[config.mk]
export PLATFORM = sky130hd
export DESIGN_NAME = wbu_commit
export DESIGN_NICKNAME = d
export VERILOG_FILES = /design/src/rtl/wbu_commit.sv
export SDC_FILE = /design/constraint.sdc
export NUM_CORES = 1
export LEC_CHECK = 0
export BUFFER_PORTS_ARGS = -buffer_cell sky130_fd_sc_hd__buf_2
export CORE_MARGIN = 4
export CORE_UTILIZATION = 38
export DETAILED_ROUTE_END_ITERATION = 8
export MAX_ROUTING_LAYER = met4
export PLACE_DENSITY = 0.71
export SYNTH_ARGS = -nofsm -noshare
export SYNTH_HDL_FRONTEND = slang
export SYNTH_SLANG_ARGS = --single-unit
[constraint.sdc]
create_clock -name clock -period 1.65 [get_ports clock]
set_clock_uncertainty 0.15 [all_clocks]
set_input_delay 0.495 -clock clock [delete_from_list [all_inputs] [get_ports clock]]
set_output_delay 0.495 -clock clock [all_outputs]
set_load 0.03 [all_outputs]
[src/rtl/wbu_commit.sv]
// wbu_commit: write-back/commit stage. Accepts one upstream result per cycle,
// waits for memory data on loads, and issues a single-cycle register-file
// write plus retire pulse for every accepted instruction.
// Optional build macro: WBU_LOAD_EXT_EN adds byte/halfword lane selection and
// sign/zero extension of load data; without it the raw memory word is written.
module wbu_commit (
  input  logic        clock,
  input  logic        reset,
  input  logic        valid_i,
  output logic        ready_o,
  input  logic        wen_i,
  input  logic [4:0]  rd_i,
  input  logic        load_i,
  input  logic [2:0]  ldop_i,
  input  logic [31:0] result_i,
  input  logic        mem_rvalid_i,
  input  logic [31:0] mem_rdata_i,
  output logic        mem_rready_o,
  output logic        wena_o,
  output logic [4:0]  waddr_o,
  output logic [31:0] wdata_o,
  output logic        retire_o
);

  localparam int unsigned XLEN = 32;
  localparam int unsigned RW   = 5;
  localparam int unsigned OPW  = 3;

  typedef enum logic [1:0] {
    IDLE     = 2'd0,
    WAIT_MEM = 2'd1,
    COMMIT   = 2'd2
  } state_t;

  state_t          state, state_nxt;
  logic            wen_q, wen_nxt;
  logic [RW-1:0]   rd_q, rd_nxt;
  logic [OPW-1:0]  ldop_q, ldop_nxt;
  logic [1:0]      off_q, off_nxt;
  logic            ready_nxt, mem_rready_nxt, wena_nxt, retire_nxt;
  logic [RW-1:0]   waddr_nxt;
  logic [XLEN-1:0] wdata_nxt;
  logic [XLEN-1:0] load_data_c;
  logic            accept_c;

`ifdef WBU_LOAD_EXT_EN
  // Select the addressed byte/halfword lane and extend it per funct3.
  function automatic logic [XLEN-1:0] load_fmt(input logic [OPW-1:0] op,
                                               input logic [1:0]     off,
                                               input logic [XLEN-1:0] word);
    logic [7:0]  b;
    logic [15:0] h;
    b = word[{off, 3'b000} +: 8];
    h = off[1] ? word[31:16] : word[15:0];
    case (op)
      3'b000:  load_fmt = {{24{b[7]}}, b};
      3'b001:  load_fmt = {{16{h[15]}}, h};
      3'b010:  load_fmt = word;
      3'b100:  load_fmt = {24'd0, b};
      3'b101:  load_fmt = {16'd0, h};
      default: load_fmt = word;
    endcase
  endfunction

  assign load_data_c = load_fmt(ldop_q, off_q, mem_rdata_i);
`else
  // Extension compiled out: the raw word is written; op and offset go unused.
  logic unused_ext;
  assign unused_ext  = ^{ldop_q, off_q};
  assign load_data_c = mem_rdata_i;
`endif

  assign accept_c = valid_i & ready_o;

  // State, latched fields and registered outputs.
  always_ff @(posedge clock or negedge reset) begin
    if (!reset) begin
      state        <= IDLE;
      wen_q        <= 1'b0;
      rd_q         <= '0;
      ldop_q       <= '0;
      off_q        <= '0;
      ready_o      <= 1'b0;
      mem_rready_o <= 1'b0;
      wena_o       <= 1'b0;
      waddr_o      <= '0;
      wdata_o      <= '0;
      retire_o     <= 1'b0;
    end else begin
      state        <= state_nxt;
      wen_q        <= wen_nxt;
      rd_q         <= rd_nxt;
      ldop_q       <= ldop_nxt;
      off_q        <= off_nxt;
      ready_o      <= ready_nxt;
      mem_rready_o <= mem_rready_nxt;
      wena_o       <= wena_nxt;
      waddr_o      <= waddr_nxt;
      wdata_o      <= wdata_nxt;
      retire_o     <= retire_nxt;
    end
  end

  // Next state and next-cycle outputs; write outputs are set only when entering COMMIT.
  always_comb begin
    state_nxt  = state;
    wen_nxt    = wen_q;
    rd_nxt     = rd_q;
    ldop_nxt   = ldop_q;
    off_nxt    = off_q;
    wena_nxt   = 1'b0;
    waddr_nxt  = '0;
    wdata_nxt  = '0;
    retire_nxt = 1'b0;

    case (state)
      IDLE, COMMIT: begin
        state_nxt = IDLE;
        if (accept_c) begin
          wen_nxt  = wen_i;
          rd_nxt   = rd_i;
          ldop_nxt = ldop_i;
          off_nxt  = result_i[1:0];
          if (load_i) begin
            state_nxt = WAIT_MEM;
          end else begin
            state_nxt  = COMMIT;
            wena_nxt   = wen_i & (rd_i != '0);
            waddr_nxt  = rd_i;
            wdata_nxt  = result_i;
            retire_nxt = 1'b1;
          end
        end
      end
      WAIT_MEM: begin
        if (mem_rvalid_i) begin
          state_nxt  = COMMIT;
          wena_nxt   = wen_q & (rd_q != '0);
          waddr_nxt  = rd_q;
          wdata_nxt  = load_data_c;
          retire_nxt = 1'b1;
        end
      end
      default: state_nxt = IDLE;
    endcase

    ready_nxt      = (state_nxt != WAIT_MEM);
    mem_rready_nxt = (state_nxt == WAIT_MEM);
  end

endmodule

Word-level counts from Yosys, hierarchy flattened
Index checks and enable logic that the tools add are counted.
Operators by class
  add/subtract/negate cells: 0
  $mul: 0
  divide/modulo/power cells: 0
  order comparisons: 0
  equal/unequal tests: 4
  shift-type cells: 0
  multiplexer cells: 20
  bitwise gates (word level): 3
  reduce and logical (&&, ||, !) cells: 5
Operators by type and width (number)
  $mux W32: 3
  $pmux W32 S2: 1
  $mux W5: 3
  $pmux W5 S2: 1
  $reduce_bool A5 Y1: 2
  $mux W1: 6
  $mux W2: 3
  $eq A2 B1 Y1 const B: 2
  $pmux W1 S2: 2
  $pmux W2 S2: 1
  $and A1 B1 Y1: 3
  $eq A2 B2 Y1 const B: 1
  $logic_not A2 Y1: 1
  $ne A2 B1 Y1 const B: 1
  $reduce_and A2 Y1: 1
  $reduce_or A2 Y1: 1
Storage, ports and cells
  bits in registers: 49
  bits in latches: 0
  bits in writable memories: 0
  memory bits (read-only): 0
  bits of input ports: 78
  output and inout bits: 41
  logic and storage cells: 41
  memories kept: 0

Longest topological paths before layout
Gate-level depths: netlist of the first run.
  depth in word-level cells: 5
  mapped depth: 5
  gate-level depth less buffers: 3

Worst setup path after synthesis of the first run
OpenSTA, ideal clock, no wires.
  kind: in2reg
  start: input rd_i[2]
  end: register wena_o
  setup time: 129 ps
  arrival time: 1205 ps
  required time: 1371 ps
  setup slack: 166 ps
  stages: 3
  path buffers: 0
  cells stage by stage: or4_1 -> o21ai_0 -> o31ai_1
Between the ends
  word-level cells in the longest chain between the ends: 5
Ends and longest elaborated chain
  start: declaration: RTL line 12  | input logic [4:0] rd_i,
  $reduce_bool A5 Y1: RTL line 128  | wena_nxt = wen_i & (rd_i != '0);
  $and A1 B1 Y1: RTL line 128
  $mux W1: RTL line 124  | if (load_i) begin
  $mux W1: RTL line 119  | if (accept_c) begin
  $pmux W1 S2: RTL line 116  | case (state)
  via wena_nxt: RTL line 40  | logic ready_nxt, mem_rready_nxt, wena_nxt, retire_nxt;
  end signal: assignment: RTL line 97  | wena_o <= wena_nxt;
  end: declaration: RTL line 19  | output logic wena_o,
The timed path passes the listed nets, and every way through them passes these cells.
A chain may end at the register's enable or synchronous reset.

Worst setup path after layout of the first run
  start: register ready_o
  end: output ready_o
RTL lines
  start: declaration: RTL line 10  | output logic ready_o,
  start signal: assignment: RTL line 95  | ready_o <= ready_nxt;
No word-level cell between the ends.

==> results of run 1 <==
-- cells in the final DEF (no fill, tap or decap) --
cell       instances
clkinv_2           1
buf_2            115
clkbuf_8           5
or2_1              2
dfrtp_1           49
nand4b_1           1
nor2_2             1
bufinv_16          2
and3b_1            1
buf_12             1
mux2_2             6
or4_1              2
nand3b_4           1
a22o_1            37
a22oi_1            2
o21ai_0            1
buf_4              5
o31ai_1            1
inv_1              1
or2b_1             1
o211ai_1           1
-- Yosys cell counts, drive strengths merged --
cell    count  share of area [%]
dfrtp      49                 68
a22o       37                 18
buf         8                2.9
mux2        6                3.8
a22oi       2               0.84
or2         2               0.70
or4         2               0.84
and3b       1               0.49
clkbuf      1               0.21
inv         1               0.21
nand3b      1                1.1
nand4b      1               0.49
nor2        1               0.35
o211ai      1               0.42
o21ai       1               0.28
o31ai       1               0.42
or2b        1               0.42
-- cell type report --
type,instances,area (µm²)
Tap cell,52,65.1
Multi-Input combinational cell,57,505
Sequential cell,49,1230
Inverter,1,3.75
Fill cell,401,1880
Timing Repair Buffer,121,633
Clock buffer,5,68.8
Clock inverter,3,65.1
-- how the worst max path moves through the flow --
stage	start	to	slack (ps)	cells past startpoint
2_1_floorplan	rd_i[2]	wena_o	170	3
4_1_cts	ready_o	ready_o	40	1
6_report	ready_o	ready_o	60	1
5_1_grt	ready_o	ready_o	8	1
3_3_place_gp	rd_i[2]	wena_o	30	4
3_5_place_dp	rd_i[2]	wena_o	-8	4
-- per-stage QoR --
step | utilization, % | setup slack [ps] | area, µm² | TNS (ps) | power (mW)
final | 57.8 | 62.0 | 2570 | 0 | 3.24
after detailed placement | 54.8 | -8.41 | 2430 | -8.41 | 2.29
after global routing | 57.8 | 7.92 | 2570 | 0 | 3.42
after floorplan | - | 166 | 1790 | 0 | 1.98
after CTS | 57.8 | 38.6 | 2570 | 0 | 3.29
after global placement | 54.8 | 27.0 | 2430 | 0 | 2.27
-- state kept, by name (all words and copies together) (netlist names), 2 cells and up --
register	count
waddr_o	5
rd_q	5
state	2
wdata_o	32
-- power by group --
part | switching (mW) | internal (mW) | leakage (nW) | total [mW]
Combinational | 0.486 | 0.314 | 0.742 | 0.800
Clock | 0.389 | 0.602 | 0.0681 | 0.991
Sequential | 0.0753 | 1.38 | 0.645 | 1.45
Total | 0.950 | 2.29 | 1.45 | 3.24
-- routing by layer --
| layer | vias up | GRT usage, % | part of all wire, % |
|---|---|---|---|
| li1 | 674 | - | - |
| met5 | - | - | 0 |
| met2 | 48 | 28.7 | 54 |
| met1 | 671 | 18.3 | 38 |
| met3 | 7 | 5.15 | 6.6 |
| met4 | 0 | 5.43 | 1.3 |
-- kinds of logic (layout without fill, tap and decap cells) --
family	Yosys count	after routing	share of synthesized area (%)
DFF	49	49	68.4
AOI/OAI and AO/OA	42	42	20.0
buffers and inverters	10	130	3.35
and+or+nand+nor	9	9	4.40
muxes	6	6	3.77
==> run metrics, run 1 <==
die area=5880 µm²; DR WL/cell=16.0 µm; post-CTS setup buffer count=0; Boundary Pins=119; Distinct cells, synth=18; Yosys reg bits=49; post-synthesis cell count=116; R2R setup slack=180 ps; hold_ws=17.7 ps; CP top delay family=flip-flops; P_leak=1.45 nW; min Tclk post-route=1590 ps; synth warn=0; reg2reg path depth=4; vias in the first global route=1542; Tot GR Track Use=16.7%; # rows=24; H-tree depth=2; final setup vio count=0; Max Fclk=630 MHz; CTS max path bufs=2; Antenna Nets Post-Route=0; Via density=4.86; grt ovf=0; Mapped Area=1790 µm²; Die Wd=76.7 µm; First-pass DRT Iterations=4; maximum number of pins on one net before global-route repair=50; diode count=0; crit-path max FO=3; area grow syn2layout=43.3%; CP max stage delay=410 ps; Arr. time, crit path=940 ps; R2R Path Start=state[0]; DR vias=1400; sum of buffers and inverters on the critical path=1; Seq/Total Area, Yosys=68.4%; syn nets=194; WS Path Type=flip-flop to output pin; CTS root buf=clkbuf_8; initial antenna violation count=0; GPL Wtd Cong=0.740; RSZ-0062 raised after global routing=no; final layout net count=313; crit end category=output pin; Starting Density=40.3%; Clk pin slew, worst setup/hold paths=90 ps; CTS Hold Bufs=0; Core ar.=4440 µm²; placed wire-length estimate=3470 µm; Max stage delay cell, worst path=dfrtp_1; crit start category=flip-flop; first-pass GRT wire length=7480 µm; syn avg cell area=15.4 µm²; IO buf count=115; CTS resizes=0; Sink Count=49; Iter 0 DRT Violations=49; Max rail drop VDD=0.731 mV; CP Data Required Time=1000 ps; Max transition margin=82.6%; Final period util=96.2%; DRC=0; max cap viols=0; Layout Cells excl Fill=288; share of layout cells above drive strength 1=58.1%; status=finished clean; Post-Place Cells=280; crit-path cells=buf_2; Clk Latency, worst-skew pair=300 ps; PD cells=1260 nW/µm²; Die Height=76.7 µm; actual slew at the worst max-slew pin=262 ps; CTS tree=built; max-slew violations=0; final WL=4620 µm; Final Hold Viols=0; TritonCTS Buffers=5; Hold Path Class=input port to asynchronous set/reset pin; worst r2r dst=wdata_o[20]
(Power assumes the default switching activity.)
==> run 2, diff against run 1 <==
CORE_ASPECT_RATIO = 1.75   (was default)
==> run 2 against run 1 <==
Die area rose by 0.73%. Fmax rose by 0.84%. Utilization fell by 1.4 points. Non-clock buffer count did not move. First-iteration DRC count fell by 63%. Clock power fell by 28%. Worst hold slack got worse by 3.3 ps. Worst setup slack improved by 13 ps. Sequential power barely moved. Combinational power fell by 0.6%. Power fell by 8.6%.
==> run metrics, run 2 (synthesis gave the netlist of run 1 again) <==
most common cell after layout, fill and taps aside=buf_2; clock network power share=24.2%; Iter 0 DRT Violations=18; Starting Density=40.0%; Max Fclk=635 MHz; Layout Cells excl Fill=287; final WL=4450 µm; register share of total power=49.0%; vias in the first global route=1440; crit-path cells=buf_2; Top reg by flops=wdata_o; Placed Instance Area=2430 µm²; Core ar.=4480 µm²; most frequent cells in the layout=115 x buf_2, 49 x dfrtp_1, 37 x a22o_1, 6 x mux2_2, 6 x clkbuf_8; CP top delay family=flip-flops; met3 Use GR=3.01%; max cap viols=0; busiest grt layer=met2; DR WL/cell=15.5 µm; hold_ws=14.4 ps; Hold Path Class=input port to asynchronous set/reset pin; crit-path max FO=3; Clk pin slew, worst setup/hold paths=80 ps; crit start category=flip-flop; CP Data Required Time=1000 ps; switch share=31.4%; P_leak=1.44 nW; CTS max path bufs=2; Antenna Nets Post-Route=0; first-pass GRT wire length=6780 µm; RSZ-0062 raised after global routing=no; share of layout cells above drive strength 1=58.1%; TritonCTS Buffers=5; grt ovf=0; CTS resizes=0; DR vias=1409; max-slew violations=0; Max transition margin=83.0%; met1 Usage GRT=16.2%; Via density=4.91; Final period util=95.4%; # rows=32; crit end category=output pin; GR Util met2=28.6%; Largest regs=wdata_o: 32 flops, rd_q: 5 flops, waddr_o: 5 flops; actual slew at the worst max-slew pin=255 ps; CTS Hold Bufs=0; max reg flops=32; CTS root buf=clkbuf_8; maximum number of pins on one net before global-route repair=50; Boundary Pins=119; diode count=0; fillers=405; IO buf count=115; area grow syn2layout=41.1%; status=finished clean; final setup vio count=0; sum of buffers and inverters on the critical path=1; Clk Latency, worst-skew pair=290 ps; P_sw=0.932 mW; PD cells=1170 nW/µm²; Tot GR Track Use=15.7%; initial antenna violation count=0; GPL Wtd Cong=0.659; design area=2530 µm²; H-tree depth=2; Die Wd=59.9 µm; combinational group share of total power=26.8%; Post-Place Cells=279; Max rail drop VDD=0.842 mV; Pint=2.03 mW; Max stage delay cell, worst path=dfrtp_1; Final Hold Viols=0; die area=5920 µm²; Fin Setup TNS=0 ps; WS Path Type=flip-flop to output pin; post-CTS setup buffer count=0; min Tclk post-route=1570 ps; Die Height=98.8 µm; CP max stage delay=420 ps; First-pass DRT Iterations=2; DRC=0; Arr. time, crit path=930 ps; final layout net count=313; CTS tree=built; Sink Count=49; placed wire-length estimate=3450 µm
==> run 2: cell type report <==
class                      instances  area [µm²]  area share (%)
inverter                           1        3.75           0.148
tap                               51        63.8            2.52
clock buffer                       6        82.6            3.27
clock inverter                     2        13.8           0.544
timing repair buffer             121         633            25.0
sequential                        49        1230            48.5
multi-input combinational         57         505            20.0
==> run 2: worst paths after layout <==
| kind | from | cells past startpoint | slack, ps | to |
|---|---|---|---|---|
| max | ready_o | 1 | 80 | ready_o |
| min | reset | 2 | 10 | mem_rready_o |
| max reg2reg | rd_q[2] | 3 | 190 | wena_o |
| min reg2reg | rd_q[0] | 1 | 370 | waddr_o[0] |
| max in group asynchronous | reset | 2 | 1110 | waddr_o[2] |
| min in group clock | mem_rdata_i[23] | 2 | 260 | wdata_o[23] |
==> run 2: power groups by stage <==
stage,clock [mW],sequential (mW),combinational [mW]
detailed placement,0,1.48,0.807
global route,0.793,1.48,0.854
finish,0.716,1.45,0.795
CTS,0.751,1.45,0.809
global placement,0,1.47,0.797
floorplan,0,1.72,0.258
==> run 2: layer usage <==
| metal | routed length (µm) | up-vias |
|---|---|---|
| li1 | - | 674 |
| met1 | 1510 | 673 |
| met2 | 2560 | 55 |
| met3 | 293 | 7 |
| met4 | 85 | 0 |
| met5 | 0 | - |
==> run 2: stage by stage <==
step                      setup slack, ps  power [mW]  util [%]
after floorplan                       166        1.98         -
after global placement               7.21        2.27      54.2
after detailed placement            -1.77        2.28      54.2
after CTS                            52.0        3.01      56.4
after global routing                 35.2        3.12      56.4
final                                75.2        2.96      56.4
